$ cat src/rtl/i2c_write_arbiter.sv
// Round-robin arbiter sharing one I2C write engine among NREQ requesters, with NACK retry and watchdog.
// Grant to GO in 2 cycles; requesters hold iREQ until their one-cycle oDONE/oERR pulse.
module i2c_write_arbiter #(
  parameter int          NREQ      = 3,
  parameter logic [7:0]  DEV_ADDR  = 8'hBA,
  parameter int          MAX_RETRY = 3,
  parameter int          TIMEOUT   = 20000
) (
  input  logic                 iCLK,
  input  logic                 iRST,
  input  logic [NREQ-1:0]      iREQ,
  input  logic [24*NREQ-1:0]   iREQ_DATA,
  output logic [NREQ-1:0]      oDONE,
  output logic [NREQ-1:0]      oERR,
  output logic                 oBUSY,
  output logic [31:0]          oI2C_DATA,
  output logic                 oI2C_GO,
  input  logic                 iI2C_END,
  input  logic                 iI2C_ACK
);

  localparam int          IW        = (NREQ > 1) ? $clog2(NREQ) : 1;
  localparam logic [15:0] WD_LAST   = 16'(TIMEOUT - 1);
  localparam logic [3:0]  RETRY_MAX = 4'(MAX_RETRY);

  typedef enum logic [2:0] {
    S_IDLE, S_GRANT, S_ISSUE, S_WAIT_END, S_CHECK, S_RELEASE
  } state_t;

  state_t        state_q, state_d;
  logic [IW-1:0] rr_q, idx_q, pick;
  logic          pick_vld;
  logic [3:0]    retry_q;
  logic          retry_flag_q;
  logic [15:0]   wd_q;
  logic          ack_q;
  logic [31:0]   data_q;
  logic          timeout;

  function automatic logic [IW-1:0] wrap_add(input logic [IW-1:0] base, input int off);
    int s;
    s = int'(base) + off;
    if (s >= NREQ) s = s - NREQ;
    return IW'(s);
  endfunction

  // Reverse scan so the lowest offset from rr_q (highest priority) wins.
  always_comb begin
    pick_vld = 1'b0;
    pick     = '0;
    for (int k = NREQ - 1; k >= 0; k--) begin
      if (iREQ[wrap_add(rr_q, k)]) begin
        pick_vld = 1'b1;
        pick     = wrap_add(rr_q, k);
      end
    end
  end

  assign timeout   = (state_q == S_WAIT_END) && !iI2C_END && (wd_q == WD_LAST);
  assign oI2C_DATA = data_q;

  always_ff @(posedge iCLK) begin
    if (iRST) state_q <= S_IDLE;
    else      state_q <= state_d;
  end

  always_comb begin
    state_d = state_q;
    case (state_q)
      S_IDLE:     if (pick_vld) state_d = S_GRANT;
      S_GRANT:    state_d = S_ISSUE;
      S_ISSUE:    state_d = S_WAIT_END;
      S_WAIT_END: begin
        if (iI2C_END)     state_d = S_CHECK;
        else if (timeout) state_d = S_RELEASE;
      end
      S_CHECK:    state_d = S_RELEASE;
      S_RELEASE:  if (!iI2C_END) state_d = retry_flag_q ? S_GRANT : S_IDLE;
      default:    state_d = S_IDLE;
    endcase
  end

  always_comb begin
    oBUSY   = (state_q != S_IDLE);
    oI2C_GO = 1'b0;
    oDONE   = '0;
    oERR    = '0;
    case (state_q)
      S_ISSUE:    oI2C_GO = 1'b1;
      S_WAIT_END: begin
        oI2C_GO = !timeout;
        if (timeout) oERR[idx_q] = 1'b1;
      end
      S_CHECK: begin
        if (!ack_q)                   oDONE[idx_q] = 1'b1;
        else if (retry_q >= RETRY_MAX) oERR[idx_q] = 1'b1;
      end
      default: ;
    endcase
  end

  // The word is loaded on entry to GRANT so it is already stable for the whole GRANT cycle.
  always_ff @(posedge iCLK) begin
    if (iRST) begin
      rr_q         <= '0;
      idx_q        <= '0;
      retry_q      <= '0;
      retry_flag_q <= 1'b0;
      wd_q         <= '0;
      ack_q        <= 1'b0;
      data_q       <= '0;
    end else begin
      case (state_q)
        S_IDLE: begin
          if (pick_vld) begin
            idx_q   <= pick;
            data_q  <= {DEV_ADDR, iREQ_DATA[24*pick +: 24]};
            retry_q <= '0;
          end
        end
        S_GRANT:    retry_flag_q <= 1'b0;
        S_ISSUE:    wd_q <= '0;
        S_WAIT_END: begin
          if (wd_q != '1) wd_q <= wd_q + 16'd1;
          if (iI2C_END)   ack_q <= iI2C_ACK;
        end
        S_CHECK: begin
          if (ack_q && (retry_q < RETRY_MAX)) begin
            retry_q      <= retry_q + 4'd1;
            retry_flag_q <= 1'b1;
          end
        end
        S_RELEASE:  if (!iI2C_END && !retry_flag_q) rr_q <= wrap_add(idx_q, 1);
        default: ;
      endcase
    end
  end

endmodule
$ cat config.mk
export PLATFORM = sky130hd
export DESIGN_NAME = i2c_write_arbiter
export DESIGN_NICKNAME = d
export VERILOG_FILES = /design/src/rtl/i2c_write_arbiter.sv
export SDC_FILE = /design/constraint.sdc
export NUM_CORES = 1
export LEC_CHECK = 0
export BUFFER_PORTS_ARGS = -buffer_cell sky130_fd_sc_hd__buf_2
export CELL_PAD_IN_SITES_DETAIL_PLACEMENT = 0
export CELL_PAD_IN_SITES_GLOBAL_PLACEMENT = 1
export CORE_ASPECT_RATIO = 0.6
export CORE_MARGIN = 4
export CORE_UTILIZATION = 25
export DETAILED_ROUTE_END_ITERATION = 6
export PLACE_DENSITY = 0.69
export SLEW_MARGIN = 20
export SYNTH_ARGS = -nofsm -noshare
export SYNTH_HDL_FRONTEND = slang
export SYNTH_SLANG_ARGS = --single-unit
$ cat constraint.sdc
create_clock -name iCLK -period 2.5 [get_ports iCLK]
set_input_delay 0.5 -clock iCLK [delete_from_list [all_inputs] [get_ports iCLK]]
set_output_delay 0.5 -clock iCLK [all_outputs]
set_load 0.02 [all_outputs]
; ---- After elaboration in Yosys (flattened, before gate mapping)
; Cells that the tools add are included.
[word_totals]
regBits = 54
inputBits = 79
output_inout_bits = 40
wordCells = 100
[classes]
n_addsub = 9
mul = 1
magnitude_cmp = 11
n_eq_ne = 12
n_shift = 1
muxes = 38
reduce_logical = 20
[ops]
columns = cell, count
row1 = variable part select 72 x 8 -> 24 bit, 1
row2 = case mux 16 bit (2 select lines), 1
row3 = 2-to-1 mux 3 bit, 9
row4 = case mux 3 bit (6 select lines), 1
row5 = adder 16 x 1 -> 16 bit (second input constant), 1
row6 = equality test 16 x 15 -> 1 bit (second input constant), 1
row7 = 2-to-1 mux 16 bit, 1
row8 = != test 16 bit (second input constant), 1
row9 = 2-to-1 mux 2 bit, 7
row10 = < comparator 2 x 3 -> 1 bit (second input constant), 4
row11 = AND reduction 2 bit, 5
row12 = greater-or-equal comparator 3 x 2 -> 1 bit (second input constant), 3
row13 = 2-to-1 mux 1 bit, 9
row14 = 2-to-1 mux 4 bit, 2
row15 = case mux 4 bit (2 select lines), 1
row16 = subtractor 2 bit (second input constant), 4
row17 = adder 2 x 1 -> 3 bit (second input constant), 2
row18 = binary-select mux 1 bit (select 2 bit), 3
row19 = equality test 3 x 2 -> 1 bit (second input constant), 2
row20 = equality test 3 bit (second input constant), 2
row21 = != test 2 bit (second input constant), 3
row22 = case mux 3 bit (2 select lines), 1
row23 = AND reduction 3 bit, 2
row24 = nonzero test 2 bit, 3
row25 = other kinds (16), 23

; ---- Logic depth before layout (Yosys ltp)
[depth]
ltp_word = 10
ltp_mapped = 11
mapped_depth_nobuf = 7

; ---- Least setup slack after synthesis
; OpenSTA, ideal clock, no wires.
[synth_timing]
kind = reg-to-output
startpoint = register wd_q[8]
endpoint = output port oERR[0]
t_arrival_ps = 1856
required_ps = 2000
slack_ps = 144
path_stages_with_launch = 6
n_path_buf = 0
cell_sequence = dfxtp_1 > or4b_2 > nor2_1 > nor4b_1 > a2bb2oi_1 > nor2b_1
[synth_via]
elab_chain_len = 4
[synth_rtl]
columns = item, line_no
row1 = from (decl), 35  ; logic [15:0] wd_q;
row2 = from (signal assigned), 124  ; if (wd_q != '1) wd_q <= wd_q + 16'd1;
row3 = equality test 16 x 15 -> 1 bit, 59  ; assign timeout = (state_q == S_WAIT_END) && !iI2C_END && (wd_q == WD_LAST);
row4 = logical AND 1 bit, 59
row5 = 2-to-1 mux 3 bit, 92  ; if (timeout) oERR[idx_q] = 1'b1;
row6 = case mux 3 bit (2 select lines), 88  ; case (state_q)
row7 = to (decl), 14  ; output logic [NREQ-1:0] oERR,
; Every way passes these cells.

; ---- Worst setup path after layout
[layout_timing]
startpoint = register wd_q[12]
endpoint = output port oERR[2]
; Same word-level chain as after synthesis.

==> summary.txt <==
Global routing
  • Initial antenna violation count: 0
  • Overall Global Routing Usage: 12.3%
  • Largest net degree at the start of global routing: 28
  • Global route overflow: 0
  • Vias in the first global route: 2946
  • Global-route wire length before repair: 15200 um

Pwr
  • P_leak: 2.00 nW
  • Final total power: 2.23 mW
  • VDD IR max: 0.000343 V
  • Sw frac: 28.6%
  • Power per cell area: 531 nW/um^2
  • Internal Power: 1.59 mW
  • Sequential Power Share: 42.6%
  • Clk pwr share: 35.0%
  • Share of power burned in combinational logic: 22.5%
  • Sw Pwr: 640 uW

STA
  • Max-slew headroom: 46.5%
  • Fmax: 414 MHz
  • Fin. Hold Viols: 0
  • RSZ-0062 raised after global routing: yes
  • Setup violations, final: 0
  • Fin Setup TNS: 0 ps
  • Setup ws final: 83.6 ps
  • Crit share post-route: 96.7%
  • Slew @ Worst Pin: 794 ps
  • Max-slew violations: 0
  • Clock Skew: 6.18 ps
  • Fin crit period: 2420 ps

Routing
  • Via density: 4.68
  • Initial drt markers: 170
  • Final WL: 9650 um
  • Via count: 3092
  • Wire per inst: 14.6 um
  • DRC: 0
  • 1st-pass router iterations: 4
  • Remaining antenna violation count after routing: 0

Worst setup path
  • Worst setup SP type: register
  • Critical Path Slowest Stage Cell: or4b_4
  • CP cell instances: or4b_4, nor2_4, nor4b_4, a2bb2oi_2, nor2b_1, buf_4
  • Buf/Inv on CP: 1
  • Req. time, crit path: 2000 ps
  • CP top delay family: simple AND/OR/NAND/NOR gates
  • Max FO, Critical Path: 3
  • Critical path type: reg2out
  • Critical path arrival: 1920 ps
  • Slowest Stage Delay on Critical Path: 560 ps
  • Crit. End Element: primary output

Clock tree
  • Clock Tree Root: clkbuf_16
  • Number of CTS-inserted buffers: 5
  • Clock latency on the worst-skew pair: 290 ps
  • Longest Clk Path Bufs: 2
  • CTS Hold Bufs: 0
  • CTS tree: yes
  • # clock sinks: 54
  • H-Tree Depth: 2
  • Worst-path clk slew: 70 ps

Synth
  • Top-area cell type share of the netlist area: 33.1%
  • Top-count cell post-synth: dfxtp_1
  • Largest area contributor in the netlist: dfxtp_1
  • Commonest cells post-synth: 54 x dfxtp_1, 35 x inv_1, 34 x nand2_1
  • Synth warnings: 0
  • EDFF count, synth: 0
  • Fraction of registers with async set/reset: 0%
  • Netlist Area Pre-Place: 3270 sq um
  • Prevailing post-synth register cell: dfxtp_1
  • Syn Area/Cell: 8.54 sq um
  • Synth area leaders: dfxtp_1 33%, mux2i_1 9.8%, a221o_1 7.3%, and3_1 5.2%, inv_1 4.0%
  • Register area share after synthesis: 33.1%
  • Cells after Synth: 383
  • Cell variety after synth: 54
  • Synth Register Bits: 54

Placed design
  • Final HPWL DP: 7430 um
  • Port buffer count: 115
  • Gpl congestion: 0.789
  • Placed cells: 651
  • Placement Setup Slack: 30.3 ps

Floorplanning
  • Die height: 96.6 um
  • Row count: 32
  • Initial Util: 25.5%
  • Die X: 156 um
  • Area of the die: 15000 sq um
  • I/O pin count: 119
  • Core Region: 12800 sq um

Finish
  • Register area: 1090 sq um
  • Finished Layout Cells: 660
  • Multi-input logic area: 1910 sq um
  • Layout area overhead: 28.7%
  • # fillers: 1350
  • Layout Nets: 577
  • Fraction of layout cells with a size suffix above 1: 32.0%
  • N_diodes: 0

Job
  • Max cap viols: 0

Outcome
  • Outcome: completed

Hold path
  • Min-delay worst type: in2reg
## logic make-up after synthesis
kind of cell / synth area share (%)
simple gates: 24.6
xor+xnor: 2.95
other cells: 0.115
flops: 33.1
buf+inv: 9.91
fa+ha+maj: 3.44
compound gates: 16.1
mux: 9.80
## power by group through the flow
stage | Clock (mW) | Sequential [mW] | Combinational, mW
6_report | 0.781 | 0.951 | 0.502
5_1_grt | 0.838 | 0.960 | 0.550
4_1_cts | 0.814 | 0.952 | 0.507
3_5_place_dp | 0 | 0.972 | 0.504
3_3_place_gp | 0 | 0.970 | 0.495
2_1_floorplan | 0 | 1.03 | 0.250
## timing repair
item | 4_1_cts | 5_1_grt
resized for setup | 6 | 8
buffers inserted | 0 | 1
pin swaps | 2 | 2
endpoints found under the setup margin | 4 | 27
## stage by stage
stage          util [%]  area, sq um  hold slack [ps]
2_1_floorplan         -         3280              447
3_3_place_gp       31.1         3980              471
3_5_place_dp       31.1         3980              470
4_1_cts            32.6         4180              423
5_1_grt            32.8         4210              435
6_report           32.8         4210              433
## path summary, 6_finish.rpt
check,startpoint,depth (start not counted),end,slack [ps]
setup / recovery,wd_q[12]$_SDFFE_PP0P_,6,oERR[2],80
hold / removal,iREQ_DATA[25],2,oI2C_DATA[1]$_SDFFE_PP0P_,430
setup reg to reg,rr_q[0]$_SDFFE_PP0P_,7,oI2C_DATA[5]$_SDFFE_PP0P_,160
hold reg to reg,retry_q[3]$_SDFFE_PP0P_,1,retry_q[3]$_SDFFE_PP0P_,490
## cell type report
type,count,area share (%)
Multi-Input combinational cell,264,45.5
Inverter,35,3.12
Clock inverter,3,0.952
Sequential cell,54,25.8
Timing Repair Buffer,129,16.6
Tap cell,170,5.06
Clock buffer,5,2.97
## routing by layer
layer | up-vias | wire length (um) | global-route usage (%)
met1 | 1451 | 4820 | 18.0
met5 | - | 0 | 0
met2 | 65 | 4310 | 18.7
met4 | 0 | 103 | 2.99
met3 | 8 | 418 | 2.49
li1 | 1568 | - | -
## placed cells by master (no fill, tap or decap), types with 9 or more instances in the layout
| cell | n |
|---|---|
| a221o_1 | 24 |
| and3_1 | 27 |
| buf_2 | 113 |
| buf_4 | 15 |
| dfxtp_1 | 52 |
| inv_1 | 35 |
| mux2i_1 | 32 |
| nand2_1 | 34 |
| nand3_1 | 9 |
| nor2_1 | 29 |
| xnor2_1 | 10 |
## state kept, by name (all words and copies together), names as in the netlist
signal,flops
oI2C_DATA,25
state_q,3
ack_q,1
rr_q,2
wd_q,16
idx_q,2
retry_flag_q,1
retry_q,4
Power figures use the tool's default switching activity.
